**src/rtl/dso_pkg.sv**
```systemverilog
// Shared constants and the capture FSM state type for the DSO sample-buffer controller.
package dso_pkg;

    localparam int DEPTH  = 512;
    localparam int ADDR_W = 9;
    localparam int DATA_W = 8;
    localparam int DEC_W  = 4;
    // Fill, post-trigger and readout counters must be able to hold DEPTH itself.
    localparam int CNT_W  = ADDR_W + 1;

    typedef enum logic [2:0] {
        IDLE,
        ARMED,
        WAIT_TRIG,
        POST,
        DONE,
        DUMP
    } state_t;

endpackage

```
**src/rtl/dso_decimator.sv**
```systemverilog
// Sample decimator: passes one of every 2^decim ADC strobes, counting from the last clear.
module dso_decimator
    import dso_pkg::*;
(
    input  logic             clk,
    input  logic             rst_n,
    input  logic             clear,
    input  logic             smpl_vld,
    input  logic [DEC_W-1:0] decim,
    output logic             keep
);

    // Wide enough for the largest ratio; 2^decim always divides the wrap point.
    localparam int CW = (1 << DEC_W) - 1;

    logic [CW-1:0] cnt;
    logic [CW-1:0] mask;

    always_comb begin
        mask = (CW'(1) << decim) - CW'(1);
        keep = smpl_vld && !clear && ((cnt & mask) == '0);
    end

    // NOTE: state registers use non-blocking (<=) so every flop samples pre-edge values.
    always_ff @(posedge clk or negedge rst_n) begin
        if (!rst_n) begin
            cnt <= '0;
        end else if (clear) begin
            cnt <= '0;
        end else if (smpl_vld) begin
            cnt <= cnt + CW'(1);
        end
    end

endmodule

```
**src/rtl/dso_capture_ctrl.sv**
```systemverilog
// Circular pre/post-trigger capture sequencer for the 512x8 DSO sample RAM, with
// chronological readout over a valid/ready stream. RAM runs on a clk/2 slot clock.
module dso_capture_ctrl
    import dso_pkg::*;
(
    input  logic              clk,
    input  logic              rst_n,
    input  logic              arm,
    input  logic              trig,
    input  logic              smpl_vld,
    input  logic [DATA_W-1:0] smpl_data,
    input  logic [ADDR_W-1:0] trig_pos,
    input  logic [DEC_W-1:0]  decim,
    input  logic              dump_req,
    input  logic              dump_rdy,
    output logic [DATA_W-1:0] dump_data,
    output logic              dump_vld,
    output logic              armed,
    output logic              capture_done,
    output logic              rclk,
    output logic              ram_en,
    output logic              ram_we,
    output logic [ADDR_W-1:0] ram_addr,
    output logic [DATA_W-1:0] ram_wdata,
    input  logic [DATA_W-1:0] ram_rdata
);

    state_t state, state_n;

    logic [ADDR_W-1:0] wr_ptr, start_ptr, rd_ptr;
    logic [CNT_W-1:0]  fill_cnt, post_cnt, rd_iss, rd_cnt;
    logic              hold_vld;
    logic [DATA_W-1:0] hold_data;
    logic              rd_pend;

    logic keep, slot, writing, do_arm, wr_fire, rd_fire, xfer;
    logic pre_hit, post_hit, last_xfer, enter_dump;

    dso_decimator u_decim (
        .clk      (clk),
        .rst_n    (rst_n),
        .clear    (do_arm),
        .smpl_vld (smpl_vld),
        .decim    (decim),
        .keep     (keep)
    );

    // NOTE: every signal assigned here gets a default first, so no path can infer a latch.
    always_comb begin
        slot       = rclk;  // this edge takes rclk 1->0: the only edge the RAM port may change
        writing    = (state == ARMED) || (state == WAIT_TRIG) || (state == POST);
        armed      = writing;
        do_arm     = arm && (state != DUMP);
        wr_fire    = slot && writing && hold_vld && !do_arm;
        rd_fire    = slot && (state == DUMP) && !rd_pend && (rd_iss != CNT_W'(DEPTH))
                     && (!dump_vld || dump_rdy);
        xfer       = dump_vld && dump_rdy;
        pre_hit    = (fill_cnt + CNT_W'(1)) == (CNT_W'(DEPTH) - {1'b0, trig_pos});
        post_hit   = (post_cnt + CNT_W'(1)) == {1'b0, trig_pos};
        last_xfer  = xfer && (rd_cnt == CNT_W'(DEPTH - 1));
        enter_dump = (state == DONE) && dump_req && !arm;

        state_n = state;
        case (state)
            IDLE:      if (do_arm) state_n = ARMED;
            ARMED:     if (do_arm) state_n = ARMED;
                       else if (wr_fire && pre_hit) state_n = WAIT_TRIG;
            WAIT_TRIG: if (do_arm) state_n = ARMED;
                       else if (trig) state_n = POST;
            POST:      if (do_arm) state_n = ARMED;
                       else if (wr_fire && post_hit) state_n = DONE;
            DONE:      if (do_arm) state_n = ARMED;
                       else if (dump_req) state_n = DUMP;
            DUMP:      if (last_xfer) state_n = DONE;
            default:   state_n = IDLE;
        endcase
    end

    always_ff @(posedge clk or negedge rst_n) begin
        if (!rst_n) begin
            state <= IDLE;
        end else begin
            state <= state_n;
        end
    end

    // Capture side: holding register, write pointer and fill/post counters.
    always_ff @(posedge clk or negedge rst_n) begin
        if (!rst_n) begin
            rclk         <= 1'b0;
            wr_ptr       <= '0;
            start_ptr    <= '0;
            fill_cnt     <= '0;
            post_cnt     <= '0;
            hold_vld     <= 1'b0;
            hold_data    <= '0;
            capture_done <= 1'b0;
        end else begin
            rclk <= ~rclk;
            if (do_arm) begin
                wr_ptr       <= '0;
                fill_cnt     <= '0;
                hold_vld     <= 1'b0;
                capture_done <= 1'b0;
            end else begin
                if (wr_fire) wr_ptr <= wr_ptr + ADDR_W'(1);
                if (wr_fire && (state == ARMED)) fill_cnt <= fill_cnt + CNT_W'(1);
                // A fresh sample wins over draining, so an overrun overwrites the holder.
                if (keep && writing) begin
                    hold_vld  <= 1'b1;
                    hold_data <= smpl_data;
                end else if (wr_fire) begin
                    hold_vld <= 1'b0;
                end
                if ((state == POST) && wr_fire && post_hit) begin
                    start_ptr    <= wr_ptr + ADDR_W'(1);
                    capture_done <= 1'b1;
                end
            end
            if ((state == WAIT_TRIG) && trig && !do_arm) begin
                post_cnt <= '0;
            end else if (wr_fire && (state == POST)) begin
                post_cnt <= post_cnt + CNT_W'(1);
            end
        end
    end

    // Readout side and the registered RAM port.
    always_ff @(posedge clk or negedge rst_n) begin
        if (!rst_n) begin
            rd_ptr    <= '0;
            rd_iss    <= '0;
            rd_cnt    <= '0;
            rd_pend   <= 1'b0;
            dump_data <= '0;
            dump_vld  <= 1'b0;
            ram_en    <= 1'b0;
            ram_we    <= 1'b0;
            ram_addr  <= '0;
            ram_wdata <= '0;
        end else begin
            if (enter_dump) begin
                rd_ptr <= start_ptr;
                rd_iss <= '0;
                rd_cnt <= '0;
            end else begin
                if (rd_fire) begin
                    rd_ptr <= rd_ptr + ADDR_W'(1);
                    rd_iss <= rd_iss + CNT_W'(1);
                end
                if (xfer) rd_cnt <= rd_cnt + CNT_W'(1);
            end

            // Data of a read issued one slot ago is valid at this slot edge.
            if (slot) rd_pend <= rd_fire;
            if (slot && rd_pend) begin
                dump_data <= ram_rdata;
                dump_vld  <= 1'b1;
            end else if (xfer) begin
                dump_vld <= 1'b0;
            end

            if (slot) begin
                if (wr_fire) begin
                    ram_en    <= 1'b1;
                    ram_we    <= 1'b1;
                    ram_addr  <= wr_ptr;
                    ram_wdata <= hold_data;
                end else if (rd_fire) begin
                    ram_en   <= 1'b1;
                    ram_we   <= 1'b0;
                    ram_addr <= rd_ptr;
                end else begin
                    ram_en <= 1'b0;
                    ram_we <= 1'b0;
                end
            end
        end
    end

endmodule

```
**config.mk**
```make
export PLATFORM = sky130hd
export DESIGN_NAME = dso_capture_ctrl
export DESIGN_NICKNAME = d
export VERILOG_FILES = /design/src/rtl/dso_pkg.sv /design/src/rtl/dso_decimator.sv /design/src/rtl/dso_capture_ctrl.sv
export SDC_FILE = /design/constraint.sdc
export NUM_CORES = 1
export LEC_CHECK = 0
export BUFFER_PORTS_ARGS = -buffer_cell sky130_fd_sc_hd__buf_4
export CORE_ASPECT_RATIO = 1.5
export CORE_MARGIN = 2
export CORE_UTILIZATION = 55
export CTS_CLUSTER_SIZE = 40
export DETAILED_ROUTE_END_ITERATION = 6
export HOLD_SLACK_MARGIN = 0.08
export PLACE_DENSITY = 0.76
export SETUP_SLACK_MARGIN = 0.1
export SYNTH_ARGS = -nofsm -noshare
export SYNTH_HDL_FRONTEND = slang
export SYNTH_SLANG_ARGS = --single-unit
```
**constraint.sdc**
```tcl
create_clock -name clk -period 2.7 [get_ports clk]
set_input_delay 0.135 -clock clk [delete_from_list [all_inputs] [get_ports clk]]
set_output_delay 0.135 -clock clk [all_outputs]
set_load 0.02 [all_outputs]
```
Yosys cells after proc, flatten, opt, wreduce, memory -nomap -nowiden
Cells that the tools add are included.
{"block": "totals", "elab_cells": 133, "regBits": 125}
{"block": "classes", "n_shift": 1, "n_bitwise": 3, "n_reduce_logical": 47, "mux": 37, "n_eq_ne": 16, "n_addsub": 9}
{"cell": "two-way mux 10 bit", "count": 8}
{"cell": "two-way mux 9 bit", "count": 6}
{"cell": "adder 10 x 1 -> 10 bit, second input constant", "count": 4}
{"cell": "two-way mux 15 bit", "count": 2}
{"cell": "two-way mux 3 bit", "count": 10}
{"cell": "logical AND 1 bit", "count": 23}
{"cell": "adder 9 x 1 -> 9 bit, second input constant", "count": 2}
{"cell": "one-hot mux 3 bit (6 select lines)", "count": 1}
{"cell": "nonzero test 2 bit", "count": 9}
{"cell": "adder 15 x 1 -> 15 bit, second input constant", "count": 1}
{"cell": "bitwise AND 15 bit", "count": 1}
{"cell": "logical NOT 15 bit", "count": 1}
{"cell": "left shift 1 x 4 -> 15 bit, first input constant", "count": 1}
{"cell": "subtractor 15 x 2 -> 15 bit, second input constant", "count": 1}
{"cell": "equality test 10 bit", "count": 1}
{"cell": "equality test 10 x 9 -> 1 bit", "count": 1}
{"cell": "equality test 10 x 9 -> 1 bit, second input constant", "count": 1}
{"cell": "two-way mux 1 bit", "count": 10}
{"cell": "!= test 10 bit, second input constant", "count": 1}
{"cell": "subtractor 10 x 9 -> 10 bit, first input constant", "count": 1}
{"cell": "AND reduction 2 bit", "count": 4}
{"cell": "equality test 3 x 2 -> 1 bit, second input constant", "count": 2}
{"cell": "equality test 3 bit, second input constant", "count": 2}
{"cell": "!= test 3 x 1 -> 1 bit, second input constant", "count": 2}
{"cell": "other kinds (11)", "count": 18}

Logic depth before layout (Yosys ltp)
{"block": "logic_depth", "depth_word": 10, "mapped_depth": 11, "ltp_nobuf": 9}

Hierarchy
Synthesis repeated with hierarchy kept, for this count alone.
{"block": "unflattened", "hier_cells": 737, "hier_area_um2": 6831.6}
{"mod": "dso_capture_ctrl", "cells_each": 615, "area_per_inst_um2": 5780.5, "seq_area_each_um2": 2752.6, "instances": 1}
{"mod": "dso_decimator", "cells_each": 122, "area_per_inst_um2": 1051.0, "seq_area_each_um2": 375.4, "instances": 1}

Worst setup path after synthesis
OpenSTA, ideal clock, no wires.
{"block": "synth_path", "kind": "input -> register", "start": "in decim[1]", "end": "reg hold_data[0]", "path_buffers": 2, "stages": 11, "setup_time_ns": 0.125, "path_slack_ns": 0.281, "arrival_ns": 2.294, "path_cell_list": "clkbuf_1 > nor3_1 > nand2_1 > ha_1 > clkbuf_1 > nor3b_1 > a31oi_1 > o22ai_1 > a22o_1 > nor4_4 > mux2_2"}
{"block": "synth_via", "elab_chain_cells": 7}
{"element": "start, declared", "line_no": "dso_capture_ctrl.sv:13", "source": "input logic [DEC_W-1:0] decim,"}
{"element": "left shift 1 x 4 -> 15 bit", "line_no": "dso_decimator.sv:20", "source": "mask = (CW'(1) << decim) - CW'(1);"}
{"element": "subtractor 15 x 2 -> 15 bit", "line_no": "dso_decimator.sv:20"}
{"element": "bitwise AND 15 bit", "line_no": "dso_decimator.sv:21", "source": "keep = smpl_vld && !clear && ((cnt & mask) == '0);"}
{"element": "logical NOT 15 bit", "line_no": "dso_decimator.sv:21"}
{"element": "logical AND 1 bit", "line_no": "dso_decimator.sv:21"}
{"element": "logical AND 1 bit", "line_no": "dso_capture_ctrl.sv:109", "source": "if (keep && writing) begin"}
{"element": "AND reduction 2 bit (no line)"}
{"element": "end signal, assigned", "line_no": "dso_capture_ctrl.sv:111", "source": "hold_data <= smpl_data;"}
{"element": "end, declared", "line_no": "dso_capture_ctrl.sv:33", "source": "logic [DATA_W-1:0] hold_data;"}
No other way between the ends.
A chain may end at the register's enable or synchronous reset.

Final worst setup path
{"block": "layout_path", "start": "reg post_cnt[0]", "end": "reg start_ptr[2]"}
{"block": "layout_via", "elab_chain_cells": 4}
{"element": "start, declared", "line_no": "dso_capture_ctrl.sv:31", "source": "logic [CNT_W-1:0] fill_cnt, post_cnt, rd_iss, rd_cnt;"}
{"element": "start signal, assigned", "line_no": "dso_capture_ctrl.sv:123", "source": "post_cnt <= post_cnt + CNT_W'(1);"}
{"element": "adder 10 x 1 -> 10 bit", "line_no": "dso_capture_ctrl.sv:59", "source": "post_hit = (post_cnt + CNT_W'(1)) == {1'b0, trig_pos};"}
{"element": "equality test 10 x 9 -> 1 bit", "line_no": "dso_capture_ctrl.sv:59"}
{"element": "logical AND 1 bit", "line_no": "dso_capture_ctrl.sv:115", "source": "if ((state == POST) && wr_fire && post_hit) begin"}
{"element": "AND reduction 2 bit (no line)"}
{"element": "end signal, assigned", "line_no": "dso_capture_ctrl.sv:116", "source": "start_ptr <= wr_ptr + ADDR_W'(1);"}
{"element": "end, declared", "line_no": "dso_capture_ctrl.sv:30", "source": "logic [ADDR_W-1:0] wr_ptr, start_ptr, rd_ptr;"}
No other way between the ends.

==> qor.csv <==
stage,metric,value,unit
outcome,status,"finished, final reports clean",
drt,avgViaCountPerCell,5.81,
critical_path,cp-start-kind,flip-flop,
cells_and_area,drive_gt1_share,19.5,%
sta,relSlewSlack,48.2,%
die,dieArea,13200,sq um
grt,grt-ovfl-total,0,
cts,clock_sinks,125,
cells_and_area,layout_commonest_cell,dfrtp_1,
cts,clk_latency,0.41,ns
die,die_width,94.6,um
die,rows,49,
critical_path,path_max_fanout,7,
sta,rsz0062_at_grt,no,
drt,ant_nets,0,
logic_synthesis,synth_area_leaders,"dfrtp_1, xnor2_1, nand2_1",
cts,tritoncts,built,
pwr,pwr-share-comb,14.2,%
critical_path,crit_type,flip-flop to flip-flop,
critical_path,crit_path_start,post_cnt[0],
pwr,vdd_drop_max,430,uV
grt,antenna_found_initial,0,
grt,grt_max_degree,60,
logic_synthesis,synthCells,713,
grt,grt_first_pass_wirelength,26.5,mm
logic_synthesis,synth_edf_count,0,
cts,cts_buffer_depth,2,
grt,grt_pass1_vias,5528,
logic_synthesis,synth.distinct_cells,60,
logic_synthesis,postSynthAreaPerCell,9.49,sq um
pwr,p_per_area,642,nW/um^2
placed_design,post-place-cells,910,
critical_path,max_stage_delay,0.52,ns
drt,dr.first_iter.drc_count,317,
critical_path,crit_slowest_cell,or3_4,
logic_synthesis,synth_flop_cell,dfrtp_1,
sta,final.setup.tns,0,ns
cells_and_area,most-common-layout-cells,"dfrtp_1, nand2_1, buf_4",
critical_path,path_cells,ha_4 > and3_1 > and3_1 > xnor2_1 > o2111ai_2 > or3_4 > mux2_4,
logic_synthesis,yosys.area.top_type,dfrtp_1,
sta,setup_viol,0,
critical_path,path_buf_inv,0,
critical_path,crit_required,3.00,ns
logic_synthesis,yosysTopAreaCellShare,46.2,%
pwr,clock_power_share,45.8,%
critical_path,end_kind,flip-flop,
critical_path,cp_top_family,simple AND/OR/NAND/NOR gates,
worst_hold_path,min_path_type,input pin to flip-flop,
logic_synthesis,ys_seq_area_share,46.2,%
cts,root_buffer,clkbuf_16,
die,ioPinCount,67,
die,die_h,140,um
critical_path,crit_arrival,2.79,ns
cells_and_area,final_cells,962,
sta,period_share,92.1,%
critical_path,r2r_start,post_cnt[0],
sta,min_period,2.49,ns
sta,clock.fmax,402,MHz
drt,wl_per_cell,16.6,um
cells_and_area,register_area,3130,sq um
cells_and_area,nets,842,
pwr,internal_power,3.96,mW
placed_design,port_buffers,66,
logic_synthesis,ys_warn_count,0,
sta,worst_pin_slew,0.777,ns
grt,grt_usage,25.4,%
sta,hold_viol,0,
cts,cts_inserted_buffers,17,
cts,clk_pin_slew,0.06,ns
die,core,12000,sq um
drt,vias,5590,
cells_and_area,multi_input_comb_area,3500,sq um
pwr,power_switching,1.37,mW
drt,routed_wl,16.0,mm
pwr,pwr-share-seq,39.9,%
drt,firstDrtPassIters,4,
logic_synthesis,netlist_area,6770,sq um
sta,drv_slew,0,
cells_and_area,synthToLayoutAreaGrowth,22.8,%
sta,fin_worst_skew,0.00722,ns
critical_path,path_common_cell,and3_1,
pwr,swShare,25.7,%
logic_synthesis,synthArstFlopShare,100,%
cells_and_area,nFillCells,889,
pwr,cellLeakagePower,3.76,nW
flow_run,drv_cap,0,
placed_design,place.gp.congestion,0.913,
logic_synthesis,postSynthNetCount,759,
cells_and_area,antennaDiodeCount,0,
die,initial_utilization,56.3,%
cts,htree_levels,4,
worst_hold_path,hp-start,arm,
placed_design,place.detailed.hpwl,10.8,mm
logic_synthesis,synth_seq_cells,125,
drt,drc,0,
[Yosys cell counts (3+ instances only)]
library cell / count
xnor3_1: 3
and2_1: 4
clkbuf_1: 23
or3_1: 9
nor2b_1: 6
mux2_4: 7
nor4_1: 7
nand2b_1: 8
o41ai_1: 5
buf_2: 6
xor2_1: 30
mux2i_1: 4
nand3_1: 23
o21ai_0: 47
dfrtp_1: 125
mux2_2: 20
ha_1: 10
nor2_1: 75
a31oi_1: 13
o31ai_1: 6
nand2_1: 100
xnor2_1: 44
nor3b_1: 7
a21oi_1: 21
a21o_1: 3
and3_1: 12
inv_1: 14
nand4_1: 15
and4_1: 5
buf_1: 4
nor3_1: 19
[worst min-delay path, delay by kind of cell]
family        cells  cell delay, ns
buf+inv           1            0.15
simple gates      3            0.20
[cell families (layout without fill, tap and decap cells)]
logic type                 Yosys count  count (layout)  share of synthesized area, %
and+or+nand+nor                    306             307                          22.4
xor gates and xnor gates            77              77                          10.6
DFF                                125             125                          46.2
muxes                               31              31                          5.47
AOI/OAI and AO/OA                  114             114                          10.4
adders and majority gates           10              10                          1.85
buffers and inverters               50             145                          3.16
[power groups by stage]
stage               Combinational, mW  Clock (mW)  Sequential (mW)
global placement                0.715           0             2.15
floorplan                       0.266           0             2.27
finish                          0.759        2.45             2.13
CTS                             0.757        2.47             2.13
global route                    0.828        2.56             2.15
detailed placement              0.732           0             2.16
[state kept, by name, indices dropped and copies added (netlist names), 9 cells and up]
signal,flops
post_cnt,10
start_ptr,9
wr_ptr,9
rd_iss,10
rd_cnt,10
rd_ptr,9
fill_cnt,10
ram_addr,9
u_decim.cnt,15
[path summary, 6_finish.rpt]
check / to / slack (ns) / cells after the start
min reg2reg: ram_wdata[5] / 0.47 / 2
max: start_ptr[2] / 0.21 / 7
min in group asynchronous: rd_iss[0] / 0.34 / 2
max in group asynchronous: post_cnt[1] / 1.61 / 3
max reg2reg: start_ptr[2] / 0.21 / 7
min: state[2] / 0.11 / 4
[what timing repair did]
item                                    CTS  global route
buffers inserted                          0             0
endpoints found under the hold margin    75             0
hold buffers                             19             0
resized for setup                         1            12
cloned                                    0             1
pin swaps                                 0             3
endpoints found under the setup margin    2            10
[layer usage]
layer | share of wire [%] | GRT usage [%] | vias up
met3 | 3.7 | 4.39 | 27
met1 | 40 | 30.1 | 2763
met5 | 0 | 0 | -
met4 | 1.9 | 8.62 | 0
li1 | - | - | 2660
met2 | 55 | 45.7 | 140
[per-stage QoR]
step                      utilization (%)  setup WS [ns]  total power, mW  instance area, sq um  hold WS [ns]
after floorplan                         -          0.281             2.54                  6770        -0.161
after global placement               61.7          0.224             2.86                  7420         0.242
after detailed placement             61.7         0.0697             2.89                  7420         0.254
after CTS                            68.7          0.155             5.36                  8250         0.100
after global routing                 69.2         0.0856             5.54                  8310         0.145
final                                69.2          0.213             5.34                  8310         0.108
[cell type report]
class	count	area share (%)
repair buffers	99	9.66
clock buffers	19	5.45
multi-input cells	539	42.0
clock inverters	13	2.26
inverters	14	0.632
flip-flops and latches	125	37.7
well taps	153	2.30
Power figures use the tool's default switching activity.
